$ cat src/rtl/eth_tx_sched_pkg.sv
// rtl/eth_tx_sched_pkg.sv - shared state encodings, length width and parameter defaults
package eth_tx_sched_pkg;

  localparam int LEN_W           = 11;
  localparam int IPG_CYCLES_DEF  = 48;
  localparam int MIN_PAYLOAD_DEF = 46;
  localparam int MAX_PAYLOAD_DEF = 1500;

  typedef enum logic [2:0] {
    SCH_IDLE     = 3'd0,
    SCH_GRANT    = 3'd1,
    SCH_LOAD     = 3'd2,
    SCH_PAD      = 3'd3,
    SCH_START    = 3'd4,
    SCH_WAIT_ON  = 3'd5,
    SCH_WAIT_OFF = 3'd6,
    SCH_IPG      = 3'd7
  } sch_state_e;

endpackage

$ cat src/rtl/eth_tx_sched_rr_arb2.sv
// rtl/eth_tx_sched_rr_arb2.sv - 2-way round-robin arbiter, source 0 favoured out of reset
module rr_arb2 (
  input  logic       Clk,
  input  logic       Rst,
  input  logic [1:0] Req_i,
  input  logic       Upd_i,
  input  logic [1:0] Last_i,
  output logic [1:0] Win_o
);

  logic fav1_q, fav1_d;

  // A win by source 0 hands the next tie to source 1, and vice versa.
  always_comb begin
    fav1_d = fav1_q;
    if (Upd_i) fav1_d = (Last_i == 2'b01);
  end

  always_ff @(posedge Clk) begin
    if (Rst) fav1_q <= 1'b0;
    else     fav1_q <= fav1_d;
  end

  always_comb begin
    Win_o = Req_i;
    if (&Req_i) Win_o = fav1_q ? 2'b10 : 2'b01;
  end

endmodule

$ cat src/rtl/eth_tx_sched.sv
// rtl/eth_tx_sched.sv - two-source transmit scheduler feeding the RMII transmitter FIFO
// ETH_TX_SCHED_PAD_EN builds the PAD state; otherwise short payloads are dropped.
module eth_tx_sched
  import eth_tx_sched_pkg::*;
#(
  parameter int pIPG_CYCLES  = IPG_CYCLES_DEF,
  parameter int pMIN_PAYLOAD = MIN_PAYLOAD_DEF,
  parameter int pMAX_PAYLOAD = MAX_PAYLOAD_DEF
) (
  input  logic             Clk,
  input  logic             Rst,
  input  logic [1:0]       Req,
  input  logic [LEN_W-1:0] Req_Len_0,
  input  logic [LEN_W-1:0] Req_Len_1,
  output logic [1:0]       Gnt,
  input  logic [7:0]       Src_Byte_0,
  input  logic [7:0]       Src_Byte_1,
  input  logic [1:0]       Src_Valid,
  output logic [1:0]       Src_Rdy,
  output logic [7:0]       Eth_Byte,
  output logic             Eth_Byte_Valid,
  output logic             Eth_Pkt_Rdy,
  input  logic             Tx_En,
  output logic [1:0]       Done,
  output logic [1:0]       Drop,
  output logic             Busy
);

  localparam logic [LEN_W-1:0] MIN_L = LEN_W'(pMIN_PAYLOAD);
  localparam logic [LEN_W-1:0] MAX_L = LEN_W'(pMAX_PAYLOAD);
  localparam logic [LEN_W-1:0] IPG_L = LEN_W'(pIPG_CYCLES - 1);

  sch_state_e       state_q, state_d;
  logic [1:0]       gnt_q, win;
  logic [LEN_W-1:0] len_sel, len_q, cnt_q;
  logic             len_bad, xfer;
  logic [7:0]       src_byte;

  rr_arb2 u_arb (
    .Clk    (Clk),
    .Rst    (Rst),
    .Req_i  (Req),
    .Upd_i  (state_q == SCH_GRANT),
    .Last_i (gnt_q),
    .Win_o  (win)
  );

  assign Gnt      = gnt_q;
  assign len_sel  = gnt_q[1] ? Req_Len_1 : Req_Len_0;
  assign src_byte = gnt_q[1] ? Src_Byte_1 : Src_Byte_0;
  assign xfer     = |(Src_Valid & Src_Rdy);

`ifdef ETH_TX_SCHED_PAD_EN
  logic need_pad;
  assign len_bad  = (len_sel == '0) || (len_sel > MAX_L);
  assign need_pad = (len_q < MIN_L);
`else
  assign len_bad  = (len_sel == '0) || (len_sel > MAX_L) || (len_sel < MIN_L);
`endif

  always_ff @(posedge Clk) begin
    if (Rst) state_q <= SCH_IDLE;
    else     state_q <= state_d;
  end

  // LOAD lingers one cycle at count == Len so the start strobe trails the last write.
  always_comb begin
    state_d = state_q;
    unique case (state_q)
      SCH_IDLE:     if (|Req) state_d = SCH_GRANT;
      SCH_GRANT:    state_d = len_bad ? SCH_IDLE : SCH_LOAD;
      SCH_LOAD: begin
        if (cnt_q == len_q) begin
`ifdef ETH_TX_SCHED_PAD_EN
          state_d = need_pad ? SCH_PAD : SCH_START;
`else
          state_d = SCH_START;
`endif
        end
      end
`ifdef ETH_TX_SCHED_PAD_EN
      SCH_PAD:      if (cnt_q == MIN_L) state_d = SCH_START;
`endif
      SCH_START:    state_d = SCH_WAIT_ON;
      SCH_WAIT_ON:  if (Tx_En) state_d = SCH_WAIT_OFF;
      SCH_WAIT_OFF: if (!Tx_En) state_d = SCH_IPG;
      SCH_IPG:      if (cnt_q == IPG_L) state_d = SCH_IDLE;
      default:      state_d = SCH_IDLE;
    endcase
  end

  always_comb begin
    Src_Rdy     = 2'b00;
    Eth_Pkt_Rdy = 1'b0;
    Busy        = (state_q != SCH_IDLE);
    if (state_q == SCH_LOAD && cnt_q != len_q) Src_Rdy = gnt_q;
    if (state_q == SCH_START) Eth_Pkt_Rdy = 1'b1;
  end

  // The byte counter doubles as the IPG counter once the frame is off the wire.
  always_ff @(posedge Clk) begin
    if (Rst) begin
      gnt_q          <= '0;
      len_q          <= '0;
      cnt_q          <= '0;
      Eth_Byte       <= '0;
      Eth_Byte_Valid <= 1'b0;
      Done           <= '0;
      Drop           <= '0;
    end else begin
      Eth_Byte_Valid <= 1'b0;
      Done           <= '0;
      Drop           <= '0;
      case (state_q)
        SCH_IDLE: if (|Req) gnt_q <= win;
        SCH_GRANT: begin
          len_q <= len_sel;
          cnt_q <= '0;
          if (len_bad) begin
            Drop  <= gnt_q;
            gnt_q <= '0;
          end
        end
        SCH_LOAD: begin
          if (xfer) begin
            Eth_Byte       <= src_byte;
            Eth_Byte_Valid <= 1'b1;
            cnt_q          <= cnt_q + LEN_W'(1);
          end
        end
`ifdef ETH_TX_SCHED_PAD_EN
        SCH_PAD: begin
          if (cnt_q != MIN_L) begin
            Eth_Byte       <= 8'h00;
            Eth_Byte_Valid <= 1'b1;
            cnt_q          <= cnt_q + LEN_W'(1);
          end
        end
`endif
        SCH_WAIT_OFF: begin
          if (!Tx_En) begin
            Done  <= gnt_q;
            gnt_q <= '0;
            cnt_q <= '0;
          end
        end
        SCH_IPG: cnt_q <= cnt_q + LEN_W'(1);
        default: ;
      endcase
    end
  end

endmodule

$ cat config.mk
export PLATFORM = sky130hd
export DESIGN_NAME = eth_tx_sched
export DESIGN_NICKNAME = d
export VERILOG_FILES = /design/src/rtl/eth_tx_sched_pkg.sv /design/src/rtl/eth_tx_sched_rr_arb2.sv /design/src/rtl/eth_tx_sched.sv
export SDC_FILE = /design/constraint.sdc
export NUM_CORES = 1
export LEC_CHECK = 0
export ABC_AREA = 1
export CAP_MARGIN = 20
export CORE_MARGIN = 5
export CORE_UTILIZATION = 44
export CTS_CLUSTER_DIAMETER = 50
export DETAILED_ROUTE_END_ITERATION = 12
export GPL_ROUTABILITY_DRIVEN = 0
export MAX_ROUTING_LAYER = met4
export PLACE_DENSITY_LB_ADDON = 0.3
export RECOVER_POWER = 50
export SETUP_SLACK_MARGIN = 0.15
export SLEW_MARGIN = 10
export SYNTH_ARGS = -nofsm -noshare
export SYNTH_HDL_FRONTEND = slang
export SYNTH_SLANG_ARGS = --single-unit
$ cat constraint.sdc
create_clock -name Clk -period 1.5 [get_ports Clk]
set_input_delay 0.3 -clock Clk [delete_from_list [all_inputs] [get_ports Clk]]
set_output_delay 0.3 -clock Clk [all_outputs]
set_load 0.02 [all_outputs]
==> results.py <==
metrics = {
    "floorplanning": {
        "die_w_um": 83.2,
        "io_pins": 64,
        "row_count": 26,
        "die_area_sq_um": 6920,
        "core_sq_um": 5140,
        "die_h_um": 83.2,
        "start_util_pct": 45.9,
    },
    "final_layout": {
        "final_layout_size_suffix_gt1_share_pct": 39.0,
        "fin_cells": 578,
        "syn_to_final_growth_pct": 79.7,
        "nets": 553,
        "antenna_cells": 0,
        "fillerInstances": 298,
    },
    "global_routing": {
        "grt_overflow": 0,
        "grt.total_usage_pct": 23.9,
        "grt_max_degree": 30,
        "grt_pass1_wl_um": 13500,
        "grt_pass1_vias": 2965,
        "antenna_found_initial": 0,
    },
    "placed_design": {
        "port_buffers": 63,
        "hpwl_um": 5520,
        "dp.cells": 554,
        "place_ws_ns": -0.437,
    },
    "run": {
        "max_cap_violations": 0,
    },
    "timing": {
        "holdWs_ns": 0.525,
        "tightest_slew_ns": 0.340,
        "relSlewSlack_pct": 77.1,
        "fin_ws_ns": -0.372,
        "fmax_ghz": 0.534,
        "hold_violations": 0,
        "fin_skew_ns": 0.0156,
        "finalMaxSlewViolations": 0,
        "finalCritPeriodShare_pct": 125,
        "rsz0062_at_grt": "yes",
        "min_period_ns": 1.87,
        "setup_viol": 38,
    },
    "worst_setup_path": {
        "rr_endpoint": "Eth_Byte[7]",
        "critPathKind": "reg2reg",
        "cp_data_arrival_time_ns": 2.06,
        "r2r_setup_slack_ns": -0.37,
        "required_ns": 1.69,
        "worstSetupEndpointType": "flop",
        "reg2reg_depth": 12,
        "reg2reg_from": "len_q[7]",
        "worstPathMaxFanout": 16,
        "cp-start-kind": "flop",
    },
    "synthesis": {
        "synthCells": 367,
        "synth_seq_cells": 41,
        "yosysSeqAreaShare_pct": 34.8,
        "syn-cell-area_sq_um": 2360,
        "synth.avg_cell_area_sq_um": 6.42,
        "synth_warnings": 0,
        "synth.distinct_cells": 31,
        "syn-num-nets": 413,
    },
    "clock_network": {
        "path_clk_slew_ns": 0.08,
        "clkSinkCount": 41,
        "cts_tree": "yes",
        "clock_latency_ns": 0.31,
        "numCtsBuffers": 5,
        "cts_max_path_buffers": 2,
        "htreeDepth": 2,
        "root_buffer": "clkbuf_8",
    },
    "pwr": {
        "p_per_area_nw_per_um2": 1100,
        "max-vdd-ir-drop_mv": 0.608,
        "p_leak_nw": 1.83,
    },
    "detailed_routing": {
        "drt_wl_total_um": 10200,
        "drt-initial-drc-count": 294,
        "drc": 0,
        "vias_per_cell": 5.70,
        "dr.pass1.iters": 6,
        "ant_nets": 0,
        "wl_per_cell_um": 17.7,
        "vias": 3297,
    },
    "min_path": {
        "hold_path_class": "reg2reg",
        "whs_endpoint": "Eth_Byte[0]",
        "holdCritStartpoint": "Eth_Byte[0]",
        "holdPathStages": 2,
    },
    "status": {
        "outcome": "complete, but fails checks",
        "violations": "setup timing",
    },
}
cells in the mapped netlist:
cell type | instances | share of area [%]
a21oi_1 | 23 | 4.9
nor3_1 | 4 | 0.85
o21ai_2 | 1 | 0.37
nor4_1 | 2 | 0.53
nor2_1 | 51 | 8.1
a31oi_1 | 6 | 1.6
buf_4 | 3 | 0.96
a311oi_1 | 1 | 0.37
nand4_1 | 6 | 1.6
ha_1 | 1 | 0.53
mux2i_1 | 9 | 3.8
o211ai_1 | 1 | 0.32
o21ai_1 | 1 | 0.21
o31ai_1 | 2 | 0.64
inv_1 | 40 | 6.4
nand3_1 | 31 | 6.6
buf_6 | 2 | 0.96
nand3_2 | 1 | 0.42
xor2_1 | 1 | 0.37
dfxtp_1 | 41 | 35
nand2_1 | 89 | 14
buf_2 | 2 | 0.42
or2_2 | 2 | 0.53
inv_2 | 3 | 0.48
nor2_2 | 1 | 0.27
xnor2_1 | 5 | 1.9
clkbuf_1 | 6 | 0.96
clkbuf_2 | 1 | 0.21
o21a_1 | 1 | 0.32
o21ai_0 | 29 | 6.2
nand3b_1 | 1 | 0.32
cells by family (layout without fill, tap and decap cells):
| group | Yosys count | in the layout | share of synthesized area, % |
|---|---|---|---|
| DFF | 41 | 41 | 34.8 |
| muxes | 9 | 9 | 3.82 |
| buffers and inverters | 57 | 198 | 10.3 |
| xor gates and xnor gates | 6 | 6 | 2.23 |
| AOI/OAI and AO/OA | 65 | 65 | 14.9 |
| and+or+nand+nor | 188 | 188 | 33.4 |
| adders and majority gates | 1 | 1 | 0.531 |
critical path: stages (launching register included):
cell and delay (ns):
dfxtp_1 0.35, inv_2 0.07, nand2_1 0.05, nand2_1 0.06, nand2_1 0.06, nor2_1 0.14, nand3_2 0.15, buf_6 0.15
nand4_1 0.17, buf_4 0.19, nand2_8 0.11, o21ai_1 0.18, a21oi_1 0.06
layer usage:
layer  track usage, %  vias to the layer above  part of all wire (%)
li1                 -                     1481                     -
met1             26.2                     1522                    35
met2             43.1                      226                    52
met3             4.36                       68                   8.0
met4             8.47                        0                   5.2
met5                -                        -                     0
power by group:
group | switching [W] | internal [W]
Combinational | 0.00131 | 0.00117
Sequential | 0.000161 | 0.00128
Clock | 0.000424 | 0.000322
cell usage in the layout, fill, tap and decap left out, types with 5 or more instances in the layout:
cell	instances
nand3_2	8
nand3_1	22
nor2_2	13
buf_4	63
nand2_2	14
nand2_1	70
a31oi_1	5
mux2i_1	8
dfxtp_1	26
a21oi_1	18
dfxtp_2	11
dlygate4sd2_1	12
inv_1	29
o21ai_2	7
buf_6	17
clkbuf_8	5
inv_2	11
nand4_1	6
o21ai_0	17
buf_12	5
nor2_1	35
clkdlybuf4s50_1	44
o21ai_1	5
a21oi_2	5
worst max path at each step:
stage	start	cells past startpoint	endpoint	slack, ns
after floorplan	Gnt[1]	12	Gnt[0]	0.04
after global placement	cnt_q[6]	9	Src_Rdy[1]	-0.39
after detailed placement	Req_Len_0[9]	9	state_q[1]	-0.44
after CTS	cnt_q[2]	7	Src_Rdy[1]	-0.22
after global routing	len_q[7]	14	state_q[2]	-0.47
final	len_q[7]	12	Eth_Byte[7]	-0.37
sequential cells by signal, indices dropped and copies added, names as in the netlist:
name	count
cnt_q	11
len_q	11
Eth_Byte	8
state_q	3
Done	2
Drop	2
Gnt	2
Eth_Byte_Valid	1
u_arb.fav1_q	1
what timing repair did:
| action | in CTS | in global routing |
|---|---|---|
| setup endpoints to repair | 48 | 46 |
| hold buffers | 0 | 0 |
| pin swaps | 34 | 24 |
| cloned | 1 | 2 |
| gates resized for setup | 111 | 85 |
| buffers inserted | 6 | 7 |
final cells by class:
cell class / count / area [sq um] / area share, %
clock buffer: 5 / 68.8 / 1.62
clock inverter: 3 / 17.5 / 0.413
inverter: 43 / 176 / 4.16
multi-input combinational: 269 / 1660 / 39.2
sequential: 41 / 850 / 20.1
tap: 70 / 87.6 / 2.07
timing repair buffer: 147 / 1380 / 32.5
stage by stage:
step	power, W	utilization [%]	instance area, sq um	setup TNS [ns]
after floorplan	0.00239	-	2410	0
after global placement	0.00310	69.6	3580	-6.22
after detailed placement	0.00316	69.6	3580	-8.04
after CTS	0.00409	76.0	3910	-3.92
after global routing	0.00490	82.4	4240	-12.12
final	0.00467	82.4	4240	-9.70
Power figures use the tool's default switching activity.
